==> src/rtl/adcv_count_scheduler_if.sv <==
// Request/result bundle for adcv_count_scheduler: NCH sample request lanes
// plus a single valid/ready result port.
interface adcv_count_scheduler_if #(
  parameter int FROM    = 16,
  parameter int NCH     = 4,
  parameter int LOG_AVG = 3
);
  localparam int CW  = $clog2(FROM + 1);
  localparam int SW  = CW + LOG_AVG;
  localparam int CHW = $clog2(NCH);

  logic [NCH-1:0]      req_valid;
  logic [NCH-1:0]      req_ready;
  logic [NCH*FROM-1:0] req_data;
  logic                out_valid;
  logic                out_ready;
  logic [CHW-1:0]      out_ch;
  logic [SW-1:0]       out_sum;

  modport master (
    output req_valid, req_data, out_ready,
    input  req_ready, out_valid, out_ch, out_sum
  );

  modport slave (
    input  req_valid, req_data, out_ready,
    output req_ready, out_valid, out_ch, out_sum
  );
endinterface

==> src/rtl/adcv_count_scheduler.sv <==
// Round-robin shared popcount for NCH ADC channels; each channel accumulates
// 2**LOG_AVG popcounts and emits the window sum on a valid/ready port.
module count_ones #(
  parameter int FROM   = 16,
  parameter int DOWNTO = $clog2(FROM + 1)
) (
  input  logic [FROM-1:0]   din,
  output logic [DOWNTO-1:0] ones
);
  // Population count of din
  always_comb begin
    ones = '0;
    for (int i = 0; i < FROM; i++) begin
      ones = ones + DOWNTO'(din[i]);
    end
  end
endmodule

module adcv_count_scheduler #(
  parameter int FROM    = 16,
  parameter int NCH     = 4,
  parameter int LOG_AVG = 3
) (
  input logic                   clk,
  input logic                   reset_n,
  input logic                   clear,
  adcv_count_scheduler_if.slave bus
);
  localparam int CW   = $clog2(FROM + 1);
  localparam int SW   = CW + LOG_AVG;
  localparam int CHW  = $clog2(NCH);
  localparam int CNTW = (LOG_AVG > 0) ? LOG_AVG : 1;
  localparam logic [CNTW-1:0] CNT_LAST = CNTW'((1 << LOG_AVG) - 1);
  localparam logic [CHW-1:0]  RR_INIT  = CHW'(NCH - 1);

  logic [CHW-1:0]  rr_ptr_r;
  logic [SW-1:0]   acc_r [NCH];
  logic [CNTW-1:0] cnt_r [NCH];
  logic            out_valid_r;
  logic [CHW-1:0]  out_ch_r;
  logic [SW-1:0]   out_sum_r;

  logic            found_s;
  logic [CHW-1:0]  grant_s;
  logic [CHW-1:0]  idx_s;
  logic            stall_s;
  logic [NCH-1:0]  req_ready_s;
  logic            accept_s;
  logic [FROM-1:0] data_s;
  logic [CW-1:0]   pop_s;
  logic [SW-1:0]   sum_s;
  logic            win_end_s;

  // Round-robin scan starting one past the last accepted channel
  always_comb begin
    found_s = 1'b0;
    grant_s = '0;
    idx_s   = '0;
    for (int k = 1; k <= NCH; k++) begin
      idx_s = CHW'((int'(rr_ptr_r) + k) % NCH);
      if (!found_s && bus.req_valid[idx_s]) begin
        found_s = 1'b1;
        grant_s = idx_s;
      end else begin
        found_s = found_s;
      end
    end
  end

  // Handshake: no grant while stalled, clearing or held in reset
  always_comb begin
    stall_s     = out_valid_r & ~bus.out_ready;
    req_ready_s = '0;
    if (found_s && !stall_s && !clear && reset_n) begin
      req_ready_s[grant_s] = 1'b1;
    end else begin
      req_ready_s = '0;
    end
    accept_s = |(bus.req_valid & req_ready_s);
  end

  // Granted channel datapath into the shared popcount
  always_comb begin
    data_s    = bus.req_data[int'(grant_s)*FROM +: FROM];
    win_end_s = (cnt_r[grant_s] == CNT_LAST);
    sum_s     = acc_r[grant_s] + SW'(pop_s);
  end

  count_ones #(
    .FROM   (FROM),
    .DOWNTO (CW)
  ) u_count_ones (
    .din  (data_s),
    .ones (pop_s)
  );

  // Arbitration pointer, per-channel accumulators and result register
  always_ff @(posedge clk or negedge reset_n) begin
    if (!reset_n) begin
      rr_ptr_r    <= RR_INIT;
      out_valid_r <= 1'b0;
      out_ch_r    <= '0;
      out_sum_r   <= '0;
      for (int i = 0; i < NCH; i++) begin
        acc_r[i] <= '0;
        cnt_r[i] <= '0;
      end
    end else if (clear) begin
      rr_ptr_r    <= RR_INIT;
      out_valid_r <= 1'b0;
      out_ch_r    <= '0;
      out_sum_r   <= '0;
      for (int i = 0; i < NCH; i++) begin
        acc_r[i] <= '0;
        cnt_r[i] <= '0;
      end
    end else begin
      if (accept_s) begin
        rr_ptr_r <= grant_s;
        if (win_end_s) begin
          acc_r[grant_s] <= '0;
          cnt_r[grant_s] <= '0;
          out_sum_r      <= sum_s;
          out_ch_r       <= grant_s;
          out_valid_r    <= 1'b1;
        end else begin
          acc_r[grant_s] <= sum_s;
          cnt_r[grant_s] <= cnt_r[grant_s] + CNTW'(1);
          if (bus.out_ready) begin
            out_valid_r <= 1'b0;
          end
        end
      end else if (bus.out_ready) begin
        out_valid_r <= 1'b0;
      end
    end
  end

  assign bus.req_ready = req_ready_s;
  assign bus.out_valid = out_valid_r;
  assign bus.out_ch    = out_ch_r;
  assign bus.out_sum   = out_sum_r;
endmodule

==> src/flat_wrapper.sv <==
// flat-port wrapper written by rule: the top's interface ports become plain ports
module adcv_count_scheduler_flat 
#(
  parameter int FROM    = 16,
  parameter int NCH     = 4,
  parameter int LOG_AVG = 3
)
  (clk, reset_n, clear, bus_req_valid, bus_req_data, bus_out_ready, bus_req_ready, bus_out_valid, bus_out_ch, bus_out_sum);
  adcv_count_scheduler_if #(.FROM(FROM), .NCH(NCH), .LOG_AVG(LOG_AVG)) bus_i ();
  input logic clk;
  input logic reset_n;
  input logic clear;
  input wire logic [$bits(bus_i.req_valid)-1:0] bus_req_valid;
  input wire logic [$bits(bus_i.req_data)-1:0] bus_req_data;
  input wire logic [$bits(bus_i.out_ready)-1:0] bus_out_ready;
  output wire logic [$bits(bus_i.req_ready)-1:0] bus_req_ready;
  output wire logic [$bits(bus_i.out_valid)-1:0] bus_out_valid;
  output wire logic [$bits(bus_i.out_ch)-1:0] bus_out_ch;
  output wire logic [$bits(bus_i.out_sum)-1:0] bus_out_sum;
  assign bus_i.req_valid = bus_req_valid;
  assign bus_i.req_data = bus_req_data;
  assign bus_i.out_ready = bus_out_ready;
  assign bus_req_ready = bus_i.req_ready;
  assign bus_out_valid = bus_i.out_valid;
  assign bus_out_ch = bus_i.out_ch;
  assign bus_out_sum = bus_i.out_sum;
  adcv_count_scheduler #(.FROM(FROM), .NCH(NCH), .LOG_AVG(LOG_AVG)) u_core (.clk(clk), .reset_n(reset_n), .clear(clear), .bus(bus_i));
endmodule
==> config.mk <==
export PLATFORM = sky130hd
export DESIGN_NAME = adcv_count_scheduler_flat
export DESIGN_NICKNAME = d
export VERILOG_FILES = /design/src/rtl/adcv_count_scheduler_if.sv /design/src/rtl/adcv_count_scheduler.sv /design/src/flat_wrapper.sv
export SDC_FILE = /design/constraint.sdc
export NUM_CORES = 1
export LEC_CHECK = 0
export ABC_AREA = 1
export BUFFER_PORTS_ARGS = -buffer_cell sky130_fd_sc_hd__buf_2
export CORE_MARGIN = 10
export CORE_UTILIZATION = 25
export CTS_BUF_LIST = sky130_fd_sc_hd__clkbuf_4
export CTS_CLUSTER_DIAMETER = 50
export DETAILED_ROUTE_END_ITERATION = 6
export GPL_TIMING_DRIVEN = 0
export SETUP_SLACK_MARGIN = 0.5
export SLEW_MARGIN = 20
export SYNTH_ARGS = -nofsm -noshare
export SYNTH_HDL_FRONTEND = slang
export SYNTH_SLANG_ARGS = --single-unit
export TNS_END_PERCENT = 50
==> constraint.sdc <==
create_clock -name clk -period 6.7 [get_ports clk]
set_clock_uncertainty 0.1 [all_clocks]
set_input_delay 0.335 -clock clk [delete_from_list [all_inputs] [get_ports clk]]
set_output_delay 0.335 -clock clk [all_outputs]
set_load 0.03 [all_outputs]
==> flow_metrics.env, run 1 <==
export IMPL_outcome="completed"
export IMPL_gp_congestion=0.896
export IMPL_tns_ns=0
export IMPL_clk_latency_ns=0.44
export IMPL_synth_distinct_cells=49
export IMPL_max_stage_delay_ns=0.57
export IMPL_grt_max_degree=59
export IMPL_cts_sinks=57
export IMPL_fill_cells=1899
export IMPL_cts_tree="done"
export IMPL_initial_utilization_pct=25.4
export IMPL_dpl_hpwl_um=11900
export IMPL_grt_pass1_wl_um=25200
export IMPL_cp_arrival_ns=6.84
export IMPL_hold_start="bus_out_ready"
export IMPL_drtIter0Drc=505
export IMPL_grt_total_usage_pct=13.0
export IMPL_dr_pass1_iters=5
export IMPL_postSynthRegisterBits=57
export IMPL_area_growth_pct=37.0
export IMPL_cts_htree_levels=3
export IMPL_dieArea_um2=24000
export IMPL_async_flop_share_pct=100
export IMPL_cts_buffer_depth=2
export IMPL_die_x_um=155
export IMPL_slowest_stage="dfstp_2"
export IMPL_syn_area_per_cell_um2=7.46
export IMPL_worst_slew_pin_slew_ns=0.904
export IMPL_synth_warnings=0
export IMPL_design_core_area_um2=17900
export IMPL_cp_required_ns=6.98
export IMPL_fin_ws_ns=0.140
export IMPL_antenna_cells=0
export IMPL_endpoint_kind="register"
export IMPL_worstHoldPathCells=4
export IMPL_hold_class="primary input to register"
export IMPL_syn_area_um2=4550
export IMPL_preCtsSetupSlack_ns=-0.435
export IMPL_route_detailed_drc=0
export IMPL_r2r_start="u_core.rr_ptr_r[0]"
export IMPL_layout_common_cells="nand2_1, buf_2, inv_1"
export IMPL_slew_headroom_pct=39.2
export IMPL_setup_viol=0
export IMPL_die_y_um=155
export IMPL_maxCapViolCount=0
export IMPL_rsz0062_at_grt="yes"
export IMPL_r2r_end="u_core.acc_r[15]"
export IMPL_synth_cells=610
export IMPL_port_buffer_count=85
export IMPL_slew_violations=0
export IMPL_synth_top_flop_cell="dfrtp_1"
export IMPL_numCtsBuffers=9
export IMPL_via_per_inst=4.99
export IMPL_final_common_cell="nand2_1"
export IMPL_ant_nets=0
export IMPL_worstRegToRegCells=36
export IMPL_synth_edf_count=0
export IMPL_ios=87
export IMPL_root_buffer="clkbuf_4"
export IMPL_min_period_ns=6.56
export IMPL_cts_clk_slew_worst_paths_ns=0.11
export IMPL_syn_nets=704
export IMPL_max_freq_mhz=152
export IMPL_wirelength_um=16800
export IMPL_worstPathMaxFanout=5
export IMPL_layout_drive_gt1_share_pct=37.6
export IMPL_post_drt_wl_per_cell_um=17.1
export IMPL_whs_endpoint="u_core.bus.out_valid"
export IMPL_hold_violations=0
export IMPL_rows=49
export IMPL_gr_total_overflow=0
export IMPL_grt_pass1_vias=4712
export IMPL_path_class="register to register"
export IMPL_vias=4900
export IMPL_critPathLaunchType="register"
export IMPL_design_final_nets=842
export IMPL_cpMostUsedCell="fa_1"
export IMPL_antenna_found_initial=0
export IMPL_reg2reg_slack_ns=0.14
export IMPL_yosysSeqAreaShare_pct=31.4
export IMPL_finalCritPeriodShare_pct=97.9
[synthesized netlist by cell type, types with 2 or more instances]
cell,count,share of area (%)
a21oi_1,19,2.1
a221oi_1,4,0.77
a22o_1,2,0.39
a22oi_1,6,0.99
a31oi_1,4,0.55
buf_2,14,1.5
buf_4,3,0.50
buf_6,3,0.74
clkbuf_1,10,0.83
dfrtp_1,55,30
dfstp_2,2,1.2
fa_1,12,5.3
ha_1,10,2.8
inv_1,65,5.4
inv_2,12,0.99
inv_4,2,0.28
nand2_1,124,10
nand2_2,18,2.5
nand2_4,5,1.2
nand3_1,42,4.6
nand3_2,3,0.66
nand3_4,3,1.2
nand4_1,6,0.83
nor2_1,44,3.6
nor2_2,3,0.41
nor2_4,3,0.74
nor2_8,3,1.3
o21ai_0,59,6.5
o21ai_1,19,2.1
o221ai_1,7,1.3
o22a_1,4,0.77
o22ai_1,22,3.0
o31ai_1,6,0.99
[cells by family after synthesis]
family | count (synthesis) | synth area share (%)
simple gates | 257 | 27.7
compound gates | 161 | 21.8
buf+inv | 113 | 11.0
flops | 57 | 31.4
fa+ha+maj | 22 | 8.03
[per-layer routing]
layer / up-vias / GRT usage [%] / routed length (µm)
li1: 2328 / - / -
met1: 2380 / 16.9 / 6960
met2: 169 / 21.2 / 8230
met3: 23 / 3.01 / 1280
met4: 0 / 3.69 / 350
met5: - / 0 / 0
[repair_timing]
action / CTS / global route
cloned: 1 / 0
gates resized for setup: 63 / 74
endpoints found under the hold margin: 55 / 0
setup buffers: 23 / 17
setup endpoints to repair: 34 / 35
hold buffers: 1 / 0
pin swaps: 36 / 30
[critical path, delay by kind of cell, from the launching register on]
family	cells	cell delay [ns]
AND/OR/NAND/NOR	17	1.53
buffers and inverters	9	1.10
adder cells (fa/ha/maj)	5	2.43
AO/OA/AOI/OAI	5	0.75
flip-flops	1	0.57
[flip-flops by register name, indices dropped and copies added, names as in the netlist]
signal and cells:
u_core.bus.out_sum 8, u_core.acc_r 32, u_core.bus.out_ch 2, u_core.rr_ptr_r 2, u_core.bus.out_valid 1, u_core.cnt_r 12
[stage by stage]
step / area [µm²] / instances / hold WS [ns] / util, %
final: 6230 / 982 / 0.101 / 34.8
after global routing: 6230 / 982 / 0.130 / 34.8
after CTS: 5820 / 965 / 0.0973 / 32.5
after detailed placement: 5260 / 924 / 0.367 / 29.4
after global placement: 5260 / 924 / 0.361 / 29.4
after floorplan: 4550 / 610 / -0.0606 / -
[cell type report]
class,count,area [µm²],share of cell area (%)
Clock inverter,7,85.1,1.37
Timing Repair Buffer,127,812,13.0
Buffer,32,275,4.42
Sequential cell,57,1430,22.9
Tap cell,229,287,4.60
Inverter,81,325,5.22
Clock buffer,9,67.6,1.08
Multi-Input combinational cell,440,2950,47.3
[worst max-delay path by stage]
stage,startpoint,end,slack [ns],cells past startpoint
3_3_place_gp,u_core.rr_ptr_r[0],u_core.acc_r[4],-0.37,32
5_1_grt,u_core.rr_ptr_r[0],u_core.acc_r[14],-0.16,36
4_1_cts,u_core.rr_ptr_r[0],u_core.acc_r[30],0.21,36
2_1_floorplan,u_core.rr_ptr_r[0],u_core.acc_r[30],0.57,35
6_report,u_core.rr_ptr_r[0],u_core.acc_r[15],0.14,36
3_5_place_dp,u_core.rr_ptr_r[0],u_core.acc_r[4],-0.43,32
Power of run 1 is left out: the tool's default activity adds up to more than one toggle a clock period on the data nets, which glitch-free logic cannot reach.
==> run 2: changes to the inputs <==
--- a/config.mk
+++ b/config.mk
@@ -13,6 +13,7 @@
 export CTS_CLUSTER_DIAMETER = 50
 export DETAILED_ROUTE_END_ITERATION = 6
 export GPL_TIMING_DRIVEN = 0
+export PLACE_DENSITY = 0.4
 export SETUP_SLACK_MARGIN = 0.5
 export SLEW_MARGIN = 20
 export SYNTH_ARGS = -nofsm -noshare
==> flow_metrics.env, run 2 (synthesis gave the netlist of run 1 again) <==
export IMPL_layout_common_cells="nand2_1, buf_2, inv_1"
export IMPL_design_final_nets=842
export IMPL_grt_pass1_vias=4869
export IMPL_route_detailed_drc=0
export IMPL_drtIter0Drc=312
export IMPL_rsz0062_at_grt="yes"
export IMPL_max_stage_delay_ns=0.57
export IMPL_post_drt_wl_per_cell_um=18.8
export IMPL_layout_cells_non_filler=982
export IMPL_grt_total_usage_pct=14.8
export IMPL_dr_pass1_iters=5
export IMPL_root_buffer="clkbuf_4"
export IMPL_clk_latency_ns=0.45
export IMPL_hold_start="bus_out_ready"
export IMPL_rows=49
export IMPL_layout_drive_gt1_share_pct=35.6
export IMPL_path_class="register to register"
export IMPL_initial_utilization_pct=25.4
export IMPL_die_x_um=155
export IMPL_hold_violations=0
export IMPL_die_y_um=155
export IMPL_r2r_start="u_core.rr_ptr_r[0]"
export IMPL_largest_register_ffs=32
export IMPL_slowest_stage="dfstp_2"
export IMPL_worstRegToRegCells=36
export IMPL_maxCapViolCount=0
export IMPL_grt_busiest_layer="met2"
export IMPL_placed_area_um2=5280
export IMPL_worstHoldPathCells=4
export IMPL_finalCritPeriodShare_pct=97.3
export IMPL_multi_input_comb_area_um2=2870
export IMPL_cts_sinks=57
export IMPL_outcome="completed"
export IMPL_met1_usage_pct=19.2
export IMPL_gr_total_overflow=0
export IMPL_via_per_inst=4.96
export IMPL_area_sequential_um2=1430
export IMPL_final_area_um2=6150
export IMPL_dpl_hpwl_um=13600
export IMPL_grt_use_met2_pct=24.3
export IMPL_wirelength_um=18500
export IMPL_grt_util_met3_pct=3.47
export IMPL_area_growth_pct=35.2
export IMPL_min_period_ns=6.52
export IMPL_grt_max_degree=38
export IMPL_fill_cells=1947
export IMPL_design_core_area_um2=17900
export IMPL_setup_viol=0
export IMPL_whs_endpoint="u_core.bus.out_valid"
export IMPL_numCtsBuffers=9
export IMPL_dp_cells=925
export IMPL_port_buffer_count=85
export IMPL_reg2reg_slack_ns=0.18
export IMPL_worst_slew_pin_slew_ns=0.856
export IMPL_cts_clk_slew_worst_paths_ns=0.11
export IMPL_final_common_cell="nand2_1"
export IMPL_cts_tree="done"
export IMPL_hold_class="primary input to register"
export IMPL_ant_nets=0
export IMPL_antenna_cells=0
export IMPL_dieArea_um2=24000
export IMPL_cts_htree_levels=3
export IMPL_max_freq_mhz=153
export IMPL_slew_violations=0
export IMPL_worstPathMaxFanout=5
export IMPL_slew_headroom_pct=42.4
export IMPL_grt_pass1_wl_um=28000
export IMPL_largest_register="u_core.acc_r"
export IMPL_gp_congestion=0.839
export IMPL_endpoint_kind="register"
export IMPL_cp_required_ns=6.92
export IMPL_critPathLaunchType="register"
export IMPL_vias=4872
export IMPL_cp_arrival_ns=6.74
export IMPL_ios=87
export IMPL_r2r_end="u_core.acc_r[20]"
export IMPL_antenna_found_initial=0
export IMPL_cts_buffer_depth=2
export IMPL_fin_util_pct=34.4
## run 2: cell types whose count changed in the layout (fill, tap and decap cells not counted), sizes merged
| cell | before | now |
|---|---|---|
| buf | 147 | 149 |
| clkbuf | 20 | 18 |
| bufinv | 2 | 3 |
| clkinv | 5 | 4 |
## run 2: repair_timing
| action | CTS | global route |
|---|---|---|
| hold buffers | 1 | 0 |
| endpoints found under the setup margin | 36 | 34 |
| hold endpoints to repair | 41 | 0 |
| resized for setup | 67 | 42 |
| buffers inserted | 26 | 13 |
| pin swaps | 33 | 30 |
| cloned | 1 | 0 |
## run 2: how the worst max path moves through the flow
| stage | slack (ns) | depth (start not counted) | to | from |
|---|---|---|---|---|
| floorplan | 0.57 | 35 | u_core.acc_r[30] | u_core.rr_ptr_r[0] |
| global placement | -0.59 | 32 | u_core.acc_r[28] | u_core.rr_ptr_r[0] |
| detailed placement | -0.64 | 32 | u_core.acc_r[28] | u_core.rr_ptr_r[0] |
| CTS | 0.20 | 37 | u_core.acc_r[14] | u_core.rr_ptr_r[0] |
| global route | -0.11 | 36 | u_core.acc_r[6] | u_core.rr_ptr_r[0] |
| finish | 0.18 | 36 | u_core.acc_r[20] | u_core.rr_ptr_r[0] |
## run 2: metal layers
layer,share of wire (%),vias to the layer above
li1,-,2336
met1,46,2389
met2,48,124
met3,4.7,23
met4,1.5,0
met5,0,-
## run 2: area by class of cell
class | instances | share of cell area [%]
well taps | 229 | 4.66
inverters | 81 | 5.25
clock inverters | 7 | 1.77
clock buffers | 9 | 1.10
multi-input cells | 440 | 46.7
repair buffers | 127 | 13.4
plain buffers | 32 | 3.87
flip-flops and latches | 57 | 23.2
## run 2: metrics by stage
step	TNS (ns)	hold WS, ns	worst slack [ns]
floorplan	0	-0.0606	0.573
global placement	-7.91	0.364	-0.591
detailed placement	-8.77	0.156	-0.637
global route	-0.697	0.0844	-0.114
CTS	0	0.0399	0.196
finish	0	0.0729	0.179
## run 2: critical path: cells and delay by family (launching register included)
family / cells / cell delay (ns)
AOI/OAI and AO/OA: 7 / 0.73
and+or+nand+nor: 13 / 1.13
DFF: 1 / 0.57
adders and majority gates: 6 / 2.75
buffers and inverters: 10 / 1.09
Power of run 2 is left out for the same reason.
==> run 3: changes to the inputs <==
--- a/config.mk
+++ b/config.mk
@@ -5,7 +5,6 @@
 export SDC_FILE = /design/constraint.sdc
 export NUM_CORES = 1
 export LEC_CHECK = 0
-export ABC_AREA = 1
 export BUFFER_PORTS_ARGS = -buffer_cell sky130_fd_sc_hd__buf_2
 export CORE_MARGIN = 10
 export CORE_UTILIZATION = 25
@@ -13,7 +12,7 @@
 export CTS_CLUSTER_DIAMETER = 50
 export DETAILED_ROUTE_END_ITERATION = 6
 export GPL_TIMING_DRIVEN = 0
-export PLACE_DENSITY = 0.4
+export PLACE_DENSITY = 0.41
 export SETUP_SLACK_MARGIN = 0.5
 export SLEW_MARGIN = 20
 export SYNTH_ARGS = -nofsm -noshare
==> flow_metrics.env, run 3 <==
export IMPL_outcome="completed"
export IMPL_initial_utilization_pct=25.6
export IMPL_cp_arrival_ns=6.14
export IMPL_r2r_end="u_core.acc_r[14]"
export IMPL_critPathLaunchType="register"
export IMPL_drtIter0Drc=183
export IMPL_synth_edf_count=0
export IMPL_design_core_area_um2=15200
export IMPL_hold_violations=0
export IMPL_post_drt_wl_per_cell_um=18.2
export IMPL_cts_sinks=57
export IMPL_ios=87
export IMPL_endpoint_kind="register"
export IMPL_synth_area_top_cells="dfrtp_1, nand2_1, fa_1"
export IMPL_slew_violations=0
export IMPL_cts_htree_levels=3
export IMPL_grt_pass1_wl_um=21300
export IMPL_synth_top_flop_cell="dfrtp_1"
export IMPL_ant_nets=0
export IMPL_path_class="register to register"
export IMPL_design_final_nets=665
export IMPL_grt_total_usage_pct=13.3
export IMPL_fin_util_pct=32.3
export IMPL_hold_class="primary input to register"
export IMPL_async_flop_share_pct=100
export IMPL_rows=45
export IMPL_dieArea_um2=20900
export IMPL_largest_register_ffs=32
export IMPL_syn_area_per_cell_um2=8.30
export IMPL_worstHoldPathCells=3
export IMPL_syn_area_um2=3890
export IMPL_area_growth_pct=26.4
export IMPL_whs_endpoint="u_core.bus.out_valid"
export IMPL_cts_clk_slew_worst_paths_ns=0.11
export IMPL_via_per_inst=4.87
export IMPL_synth_top_area_share_pct=35.4
export IMPL_max_freq_mhz=169
export IMPL_cts_tree="done"
export IMPL_yosysTopAreaCell="dfrtp_1"
export IMPL_synth_warnings=0
export IMPL_yosysMostFrequentCell="nand2_1"
export IMPL_largest_register="u_core.acc_r"
export IMPL_postSynthRegisterBits=57
export IMPL_power_total_uw=1990
export IMPL_layout_drive_gt1_share_pct=26.3
export IMPL_layout_common_cells="nand2_1, buf_2, dfrtp_1"
export IMPL_grt_pass1_vias=3816
export IMPL_clk_latency_ns=0.41
export IMPL_worst_slew_pin_slew_ns=0.772
export IMPL_dpl_hpwl_um=10400
export IMPL_die_x_um=145
export IMPL_synth_cells=468
export IMPL_gr_total_overflow=0
export IMPL_cts_buffer_depth=2
export IMPL_root_buffer="clkbuf_4"
export IMPL_gp_congestion=0.789
export IMPL_maxCapViolCount=0
export IMPL_grt_max_degree=59
export IMPL_hold_start="bus_out_ready"
export IMPL_slew_headroom_pct=48.5
export IMPL_port_buffer_count=86
export IMPL_finalCritPeriodShare_pct=88.4
export IMPL_antenna_cells=0
export IMPL_final_common_cell="nand2_1"
export IMPL_rsz0062_at_grt="no"
export IMPL_syn_nets=562
export IMPL_numCtsBuffers=9
export IMPL_yosysSeqAreaShare_pct=36.8
export IMPL_synth_distinct_cells=48
export IMPL_worstPathMaxFanout=10
export IMPL_timing_hold_ws_ns=0.0976
export IMPL_r2r_start="u_core.rr_ptr_r[1]"
export IMPL_antenna_found_initial=0
export IMPL_power_density_nw_per_um2=406
export IMPL_wirelength_um=13900
export IMPL_cp_required_ns=6.92
export IMPL_vdd_drop_max_mv=0.363
export IMPL_setup_viol=0
export IMPL_route_detailed_drc=0
export IMPL_dr_pass1_iters=5
export IMPL_die_y_um=145
export IMPL_worstRegToRegCells=22
export IMPL_vias=3712
export IMPL_p_leak_uw=0.00236
export IMPL_ys_top_cells_by_count="nand2_1, dfrtp_1, nor2_1, inv_1, nand3_1"
export IMPL_min_period_ns=5.92
export IMPL_fill_cells=1670
export IMPL_reg2reg_slack_ns=0.78
run 3: worst max-delay path by stage:
stage	endpoint	from	cells after the start	slack, ns
6_report	u_core.acc_r[14]	u_core.rr_ptr_r[1]	22	0.78
2_1_floorplan	u_core.acc_r[22]	u_core.rr_ptr_r[1]	22	0.68
5_1_grt	u_core.acc_r[22]	u_core.rr_ptr_r[1]	22	0.50
3_5_place_dp	u_core.acc_r[22]	u_core.rr_ptr_r[0]	21	-0.47
4_1_cts	u_core.acc_r[14]	u_core.rr_ptr_r[1]	22	0.51
3_3_place_gp	u_core.acc_r[22]	u_core.rr_ptr_r[0]	21	-0.54
run 3: cell families (layout without fill, tap and decap cells):
| kind of cell | Yosys count | after routing | share of synthesized area, % |
|---|---|---|---|
| xor gates and xnor gates | 5 | 5 | 1.13 |
| adders and majority gates | 22 | 22 | 9.40 |
| muxes | 16 | 16 | 4.44 |
| DFF | 57 | 57 | 36.8 |
| buffers and inverters | 60 | 167 | 6.28 |
| and+or+nand+nor | 200 | 200 | 23.1 |
| AOI/OAI and AO/OA | 108 | 108 | 18.9 |
run 3: worst max-delay path, cell delays in order, from the launching register on:
cell	delay, ns
dfstp_2	0.54
buf_6	0.14
nor3b_4	0.06
a311o_1	0.31
buf_4	0.18
clkbuf_8	0.17
and2_1	0.16
a211oi_2	0.19
a31oi_1	0.09
fa_1	0.58
fa_2	0.47
fa_1	0.55
inv_1	0.05
fa_1	0.45
fa_2	0.38
fa_2	0.38
nor2b_1	0.11
o21ai_0	0.08
nand2b_1	0.11
a21o_1	0.18
nand2_2	0.10
xor2_4	0.22
o31ai_2	0.24
run 3: area by class of cell:
cell class                 count  area [µm²]  area share [%]
multi-input combinational    351        2310            47.1
sequential                    57        1430            29.1
timing repair buffer          92         480            9.78
tap                          188         235            4.79
buffer                        32         219            4.46
inverter                      28         105            2.14
clock buffer                  11        82.6            1.68
clock inverter                 4        45.0           0.917
run 3: metal layers:
metal	global-route usage [%]	vias to the layer above	part of all wire, %	routed length (µm)
li1	-	1812	-	-
met1	17.8	1836	47	6470
met2	21.4	55	49	6780
met3	3.16	9	3.8	534
met4	2.39	0	0.59	82
met5	0	-	0	0
run 3: stage by stage:
step | TNS (ns) | std cells | area (µm²) | setup slack [ns]
floorplan | 0 | 468 | 3890 | 0.678
global route | 0 | 763 | 4910 | 0.503
global placement | -5.04 | 742 | 4550 | -0.535
CTS | 0 | 760 | 4800 | 0.509
detailed placement | -4.21 | 742 | 4550 | -0.468
finish | 0 | 763 | 4910 | 0.777
run 3: repair_timing:
item | CTS | global route
pin swaps | 6 | 11
endpoints found under the setup margin | 35 | 14
hold buffers | 1 | 0
buffers inserted | 2 | 3
hold endpoints to repair | 55 | 0
resized for setup | 28 | 28
run 3: report_power, final:
part	total [µW]	switching (µW)	internal, µW
Combinational	1330	822	512
Clock	249	130	119
Sequential	409	24.5	385
Power figures use the tool's default switching activity.
